--- config.mk ---
export PLATFORM = sky130hd
export DESIGN_NAME = controle_operacao
export DESIGN_NICKNAME = d
export VERILOG_FILES = /design/src/rtl/ula_pkg.sv /design/src/rtl/debounce_botao.sv /design/src/rtl/controle_operacao.sv
export SDC_FILE = /design/constraint.sdc
export NUM_CORES = 1
export LEC_CHECK = 0
export BUFFER_PORTS_ARGS = -buffer_cell sky130_fd_sc_hd__clkbuf_2
export CAP_MARGIN = 30
export CORE_UTILIZATION = 59
export CTS_BUF_LIST = sky130_fd_sc_hd__clkbuf_4 sky130_fd_sc_hd__clkbuf_8
export DETAILED_ROUTE_END_ITERATION = 7
export PLACE_DENSITY = 0.82
export SYNTH_ARGS = -nofsm -noshare
export SYNTH_HDL_FRONTEND = slang
export SYNTH_SLANG_ARGS = --single-unit
--- constraint.sdc ---
create_clock -name clk -period 1.6 [get_ports clk]
set_input_delay 0.16 -clock clk [delete_from_list [all_inputs] [get_ports clk]]
set_output_delay 0.16 -clock clk [all_outputs]
set_load 0.005 [all_outputs]
--- src/rtl/ula_pkg.sv ---
`default_nettype none
// ============================================================================
// Module  : ula_pkg
// Brief   : Shared FSM encoding, operation width and small helpers for the
//           ALU operation controller.
// Rev     : 1.0 - initial release
// ============================================================================
package ula_pkg;

    localparam int OP_W   = 3;
    localparam int CONT_W = 8;

    typedef enum logic [0:0] {
        OCIOSO  = 1'b0,
        AGUARDA = 1'b1
    } estado_t;

    // Saturating increment for the completed-operation counter
    function automatic logic [CONT_W-1:0] inc_sat(input logic [CONT_W-1:0] v);
        return (v == {CONT_W{1'b1}}) ? v : v + 1'b1;
    endfunction

endpackage
`default_nettype wire

--- src/rtl/debounce_botao.sv ---
`default_nettype none
// ============================================================================
// Module  : debounce_botao
// Brief   : 2-flop synchronizer, counting debouncer and press-edge pulse for
//           one active-low key.
// Rev     : 1.0 - initial release
// ============================================================================
module debounce_botao
    import ula_pkg::*;
#(
    parameter int DEBOUNCE_CICLOS = 16
) (
    input  logic clk,
    input  logic rst_n,
    input  logic btn_i,
    output logic pressao_o
);

    localparam int CNT_W = (DEBOUNCE_CICLOS > 1) ? $clog2(DEBOUNCE_CICLOS) : 1;
    localparam logic [CNT_W-1:0] CNT_MAX = CNT_W'(DEBOUNCE_CICLOS - 1);

    logic             sinc1_q;
    logic             sinc2_q;
    logic             nivel_q;
    logic             nivel_d;
    logic             nivel_ant_q;
    logic             pressao_q;
    logic [CNT_W-1:0] cnt_q;
    logic [CNT_W-1:0] cnt_d;

    // Any sample matching the accepted level restarts the stability count
    always_comb begin
        cnt_d   = cnt_q;
        nivel_d = nivel_q;
        if (sinc2_q == nivel_q) begin
            cnt_d = '0;
        end else if (cnt_q == CNT_MAX) begin
            nivel_d = sinc2_q;
            cnt_d   = '0;
        end else begin
            cnt_d = cnt_q + 1'b1;
        end
    end

    always_ff @(posedge clk or negedge rst_n) begin
        if (!rst_n) begin
            sinc1_q     <= 1'b1;
            sinc2_q     <= 1'b1;
            nivel_q     <= 1'b1;
            nivel_ant_q <= 1'b1;
            cnt_q       <= '0;
            pressao_q   <= 1'b0;
        end else begin
            sinc1_q     <= btn_i;
            sinc2_q     <= sinc1_q;
            nivel_q     <= nivel_d;
            cnt_q       <= cnt_d;
            nivel_ant_q <= nivel_q;
            pressao_q   <= nivel_ant_q & ~nivel_q;
        end
    end

    assign pressao_o = pressao_q;

endmodule
`default_nettype wire

--- src/rtl/controle_operacao.sv ---
`default_nettype none
// ============================================================================
// Module  : controle_operacao
// Brief   : Key-driven ALU operation selector/launcher with completion
//           timeout, sticky error flag and saturating success counter.
// Rev     : 1.0 - initial release
// ============================================================================
module controle_operacao
    import ula_pkg::*;
#(
    parameter int DEBOUNCE_CICLOS = 16,
    parameter int TIMEOUT_CICLOS  = 64
) (
    input  logic              clk,
    input  logic              rst_n,
    input  logic              btn_prox,
    input  logic              btn_exec,
    input  logic              ula_pronto,
    output logic [OP_W-1:0]   seletor,
    output logic              ula_inicio,
    output logic              ocupado,
    output logic              erro,
    output logic [CONT_W-1:0] contador_exec
);

    localparam int TMO_W = $clog2(TIMEOUT_CICLOS + 1);
    localparam logic [TMO_W-1:0] TMO_ULTIMO = TMO_W'(TIMEOUT_CICLOS - 1);

    logic              ev_prox;
    logic              ev_exec;
    estado_t           estado_q;
    logic [OP_W-1:0]   seletor_q;
    logic              ula_inicio_q;
    logic              ocupado_q;
    logic              erro_q;
    logic [CONT_W-1:0] contador_q;
    logic [TMO_W-1:0]  tmo_q;

    debounce_botao #(
        .DEBOUNCE_CICLOS (DEBOUNCE_CICLOS)
    ) u_deb_prox (
        .clk       (clk),
        .rst_n     (rst_n),
        .btn_i     (btn_prox),
        .pressao_o (ev_prox)
    );

    debounce_botao #(
        .DEBOUNCE_CICLOS (DEBOUNCE_CICLOS)
    ) u_deb_exec (
        .clk       (clk),
        .rst_n     (rst_n),
        .btn_i     (btn_exec),
        .pressao_o (ev_exec)
    );

    always_ff @(posedge clk or negedge rst_n) begin
        if (!rst_n) begin
            estado_q     <= OCIOSO;
            seletor_q    <= '0;
            ula_inicio_q <= 1'b0;
            ocupado_q    <= 1'b0;
            erro_q       <= 1'b0;
            contador_q   <= '0;
            tmo_q        <= '0;
        end else begin
            ula_inicio_q <= 1'b0;
            case (estado_q)
                OCIOSO: begin
                    // exec has priority; a coincident prox press is dropped
                    if (ev_exec) begin
                        ula_inicio_q <= 1'b1;
                        erro_q       <= 1'b0;
                        tmo_q        <= '0;
                        ocupado_q    <= 1'b1;
                        estado_q     <= AGUARDA;
                    end else if (ev_prox) begin
                        seletor_q <= seletor_q + 1'b1;
                    end
                end
                AGUARDA: begin
                    tmo_q <= tmo_q + 1'b1;
                    if (ula_pronto) begin
                        contador_q <= inc_sat(contador_q);
                        ocupado_q  <= 1'b0;
                        estado_q   <= OCIOSO;
                    end else if (tmo_q == TMO_ULTIMO) begin
                        erro_q    <= 1'b1;
                        ocupado_q <= 1'b0;
                        estado_q  <= OCIOSO;
                    end
                end
                default: estado_q <= OCIOSO;
            endcase
        end
    end

    assign seletor       = seletor_q;
    assign ula_inicio    = ula_inicio_q;
    assign ocupado       = ocupado_q;
    assign erro          = erro_q;
    assign contador_exec = contador_q;

endmodule
`default_nettype wire
==> impl_metrics.ini <==
[cts]
path_clk_slew_ns = 0.11
h-tree-depth = 2
cts_inserted_buffers = 5
insertion_delay_ns = 0.34
clock_path_buffers = 2
clock-sinks = 40
cts_tree = yes
cts-root-buf = clkbuf_4

[die]
die_w_um = 55.6
initial_core_util = 0.619
dieArea_sq_mm = 0.00309
rows = 19
io_pins = 19
die_h_um = 55.6
core_area_sq_mm = 0.00273

[logic_synthesis]
synth-edff-count = 0
yosysSeqAreaShare = 0.597
netlist_area_sq_mm = 0.00169
synth_fp_nets = 149
ys_ff_latch = 40
synthCells = 139
syn_area_per_cell_sq_um = 12.2
async_flop_share = 1.00
synth.distinct_cells = 35
synth-main-ff-cell = dfrtp_1
yosysWarnings = 0

[routing]
routedWlPerCell_um = 14.1
drtAntennaViolNets = 0
drtIter0Drc = 41
vias = 1176
drcViolationCount = 0
viasPerCell = 5.88
finalWirelength_um = 2810
drtPass1Iterations = 4

[worst_setup_path]
timing.critical_path.arrival_ns = 1.77
cp-end-kind = flop
r2r-start = contador_exec[5]$_DFFE_PN0P_
worstPathRequired_ns = 1.84
rr_worst_depth = 3
cp_max_fo = 6
reg2reg_slack_ns = 0.07
crit_type = reg2reg
r2r-end = contador_exec[1]$_DFFE_PN0P_
critPathLaunchType = flop

[global_route]
grt_use_total = 0.209
antenna_found_initial = 0
grt_pass1_vias = 1201
grt-ovfl-total = 0
grt_start_max_net_pins = 41
grt_pass1_wl_um = 4910

[finish]
final_cell_mix = dfrtp_1, clkbuf_2, nand2_1
areaGrowthSynthToFinish_pct = 13.5
diodes = 0
drive_gt1_frac = 0.260
final_core_util = 0.703
fillers = 199
layout.nets = 178
layout_commonest_cell = dfrtp_1

[pwr]
vdd_ir_drop_max_uv = 946
total_power_mw = 1.72
p_leak_nw = 0.888
powerDensity_mw_per_mm2 = 895

[sta]
slew_violations = 0
finalCritPeriodShare = 0.954
slew-limit-headroom = 0.683
fin_ws_ns = 0.0735
min_period_ns = 1.53
setup_viol = 0
skew_ns = 0.00864
worstMarginPinSlew_ns = 0.476
fmax_mhz = 655
hold_viol = 0
rsz0062_at_grt = false
finalSetupTns_ns = 0

[outcome]
status = completed

[placed_design]
dpl.hpwl_um = 2080
place_congestion = 0.857
port_buffers = 18
dpl_worst_slack_ns = 0.0893

[worst_hold_path]
hp-class = in2reg
min_from = ula_pronto
whs_endpoint = contador_exec[2]$_DFFE_PN0P_
whs_path_depth = 3

[flow_run]
maxCapViolCount = 0
-- critical path, stage by stage (launching register included) --
cell,delay [ns]
dfrtp_1,0.43
and4_1,0.40
a41o_1,0.29
mux2_4,0.31
-- power breakdown --
part           total, mW  internal (mW)  switching [mW]
clock network      0.516          0.209           0.307
logic              0.115         0.0537          0.0617
registers           1.09           1.05          0.0370
total               1.72           1.31           0.406
-- sequential cells by signal, summed over array words and instances (netlist names), 3 cells and up --
register and count:
u_deb_exec.cnt_q 4, u_deb_prox.cnt_q 4, seletor 3, tmo_q 7
contador_exec 8
-- through the flow --
step           instances  hold slack [ns]  area [sq um]
6_report             200            0.139          1920
5_1_grt              200            0.148          1920
4_1_cts              200            0.125          1920
3_5_place_dp         189            0.236          1830
3_3_place_gp         189            0.230          1830
2_1_floorplan        139           -0.136          1690
-- synthesized netlist by cell type (3+ instances only) --
library cell  number  area [sq um]
dfstp_2            8           210
nand2_1           11          41.3
a21oi_1            6          30.0
nand4_1            4          25.0
inv_1              7          26.3
nor2b_1            5          31.3
nor3_1             3          15.0
dfrtp_1           32           801
nand3_1            7          35.0
xnor2_1            8          70.1
o21ai_0            8          40.0
nor2_1             5          18.8
o31ai_1            3          22.5
ha_1               5          62.6
-- final cells by class --
class	count	area (sq um)	share of cell area
inverter	7	26.3	0.0137
multi-input combinational	90	642	0.334
tap	31	38.8	0.0202
clock inverter	2	10.0	0.00521
sequential	40	1010	0.526
timing repair buffer	24	143	0.0742
clock buffer	6	51.3	0.0267
-- worst max path at each step --
stage | start | end | slack, ns
after floorplan | contador_exec[6]$_DFFE_PN0P_ | contador_exec[1]$_DFFE_PN0P_ | 0.20
after global placement | contador_exec[5]$_DFFE_PN0P_ | contador_exec[1]$_DFFE_PN0P_ | 0.17
after detailed placement | contador_exec[0]$_DFFE_PN0P_ | contador_exec[6]$_DFFE_PN0P_ | 0.09
after CTS | contador_exec[0]$_DFFE_PN0P_ | contador_exec[6]$_DFFE_PN0P_ | 0.04
after global routing | contador_exec[5]$_DFFE_PN0P_ | contador_exec[1]$_DFFE_PN0P_ | 0.03
final | contador_exec[5]$_DFFE_PN0P_ | contador_exec[1]$_DFFE_PN0P_ | 0.07
-- kinds of logic (layout without fill, tap and decap cells) --
kind of cell | count (synthesis) | in the layout | share of synthesized area
AND/OR/NAND/NOR | 42 | 42 | 0.134
flip-flops | 40 | 40 | 0.597
AO/OA/AOI/OAI | 27 | 27 | 0.114
XOR/XNOR | 10 | 10 | 0.0517
buffers and inverters | 9 | 39 | 0.0251
multiplexers | 6 | 6 | 0.0414
adder cells (fa/ha/maj) | 5 | 5 | 0.0370
-- timing repair --
action / CTS / global route
setup buffers: 0 / 0
resized for setup: 0 / 1
endpoints found under the hold margin: 34 / 0
hold buffers: 3 / 0
endpoints found under the setup margin: 0 / 1
-- metal layers --
layer | vias to the layer above | global-route usage | share of wire
li1 | 552 | - | -
met1 | 585 | 0.234 | 0.40
met2 | 31 | 0.363 | 0.54
met3 | 8 | 0.0539 | 0.039
met4 | 0 | 0.114 | 0.021
met5 | - | 0 | 0
No activity file was read; power rests on OpenSTA's default activity.
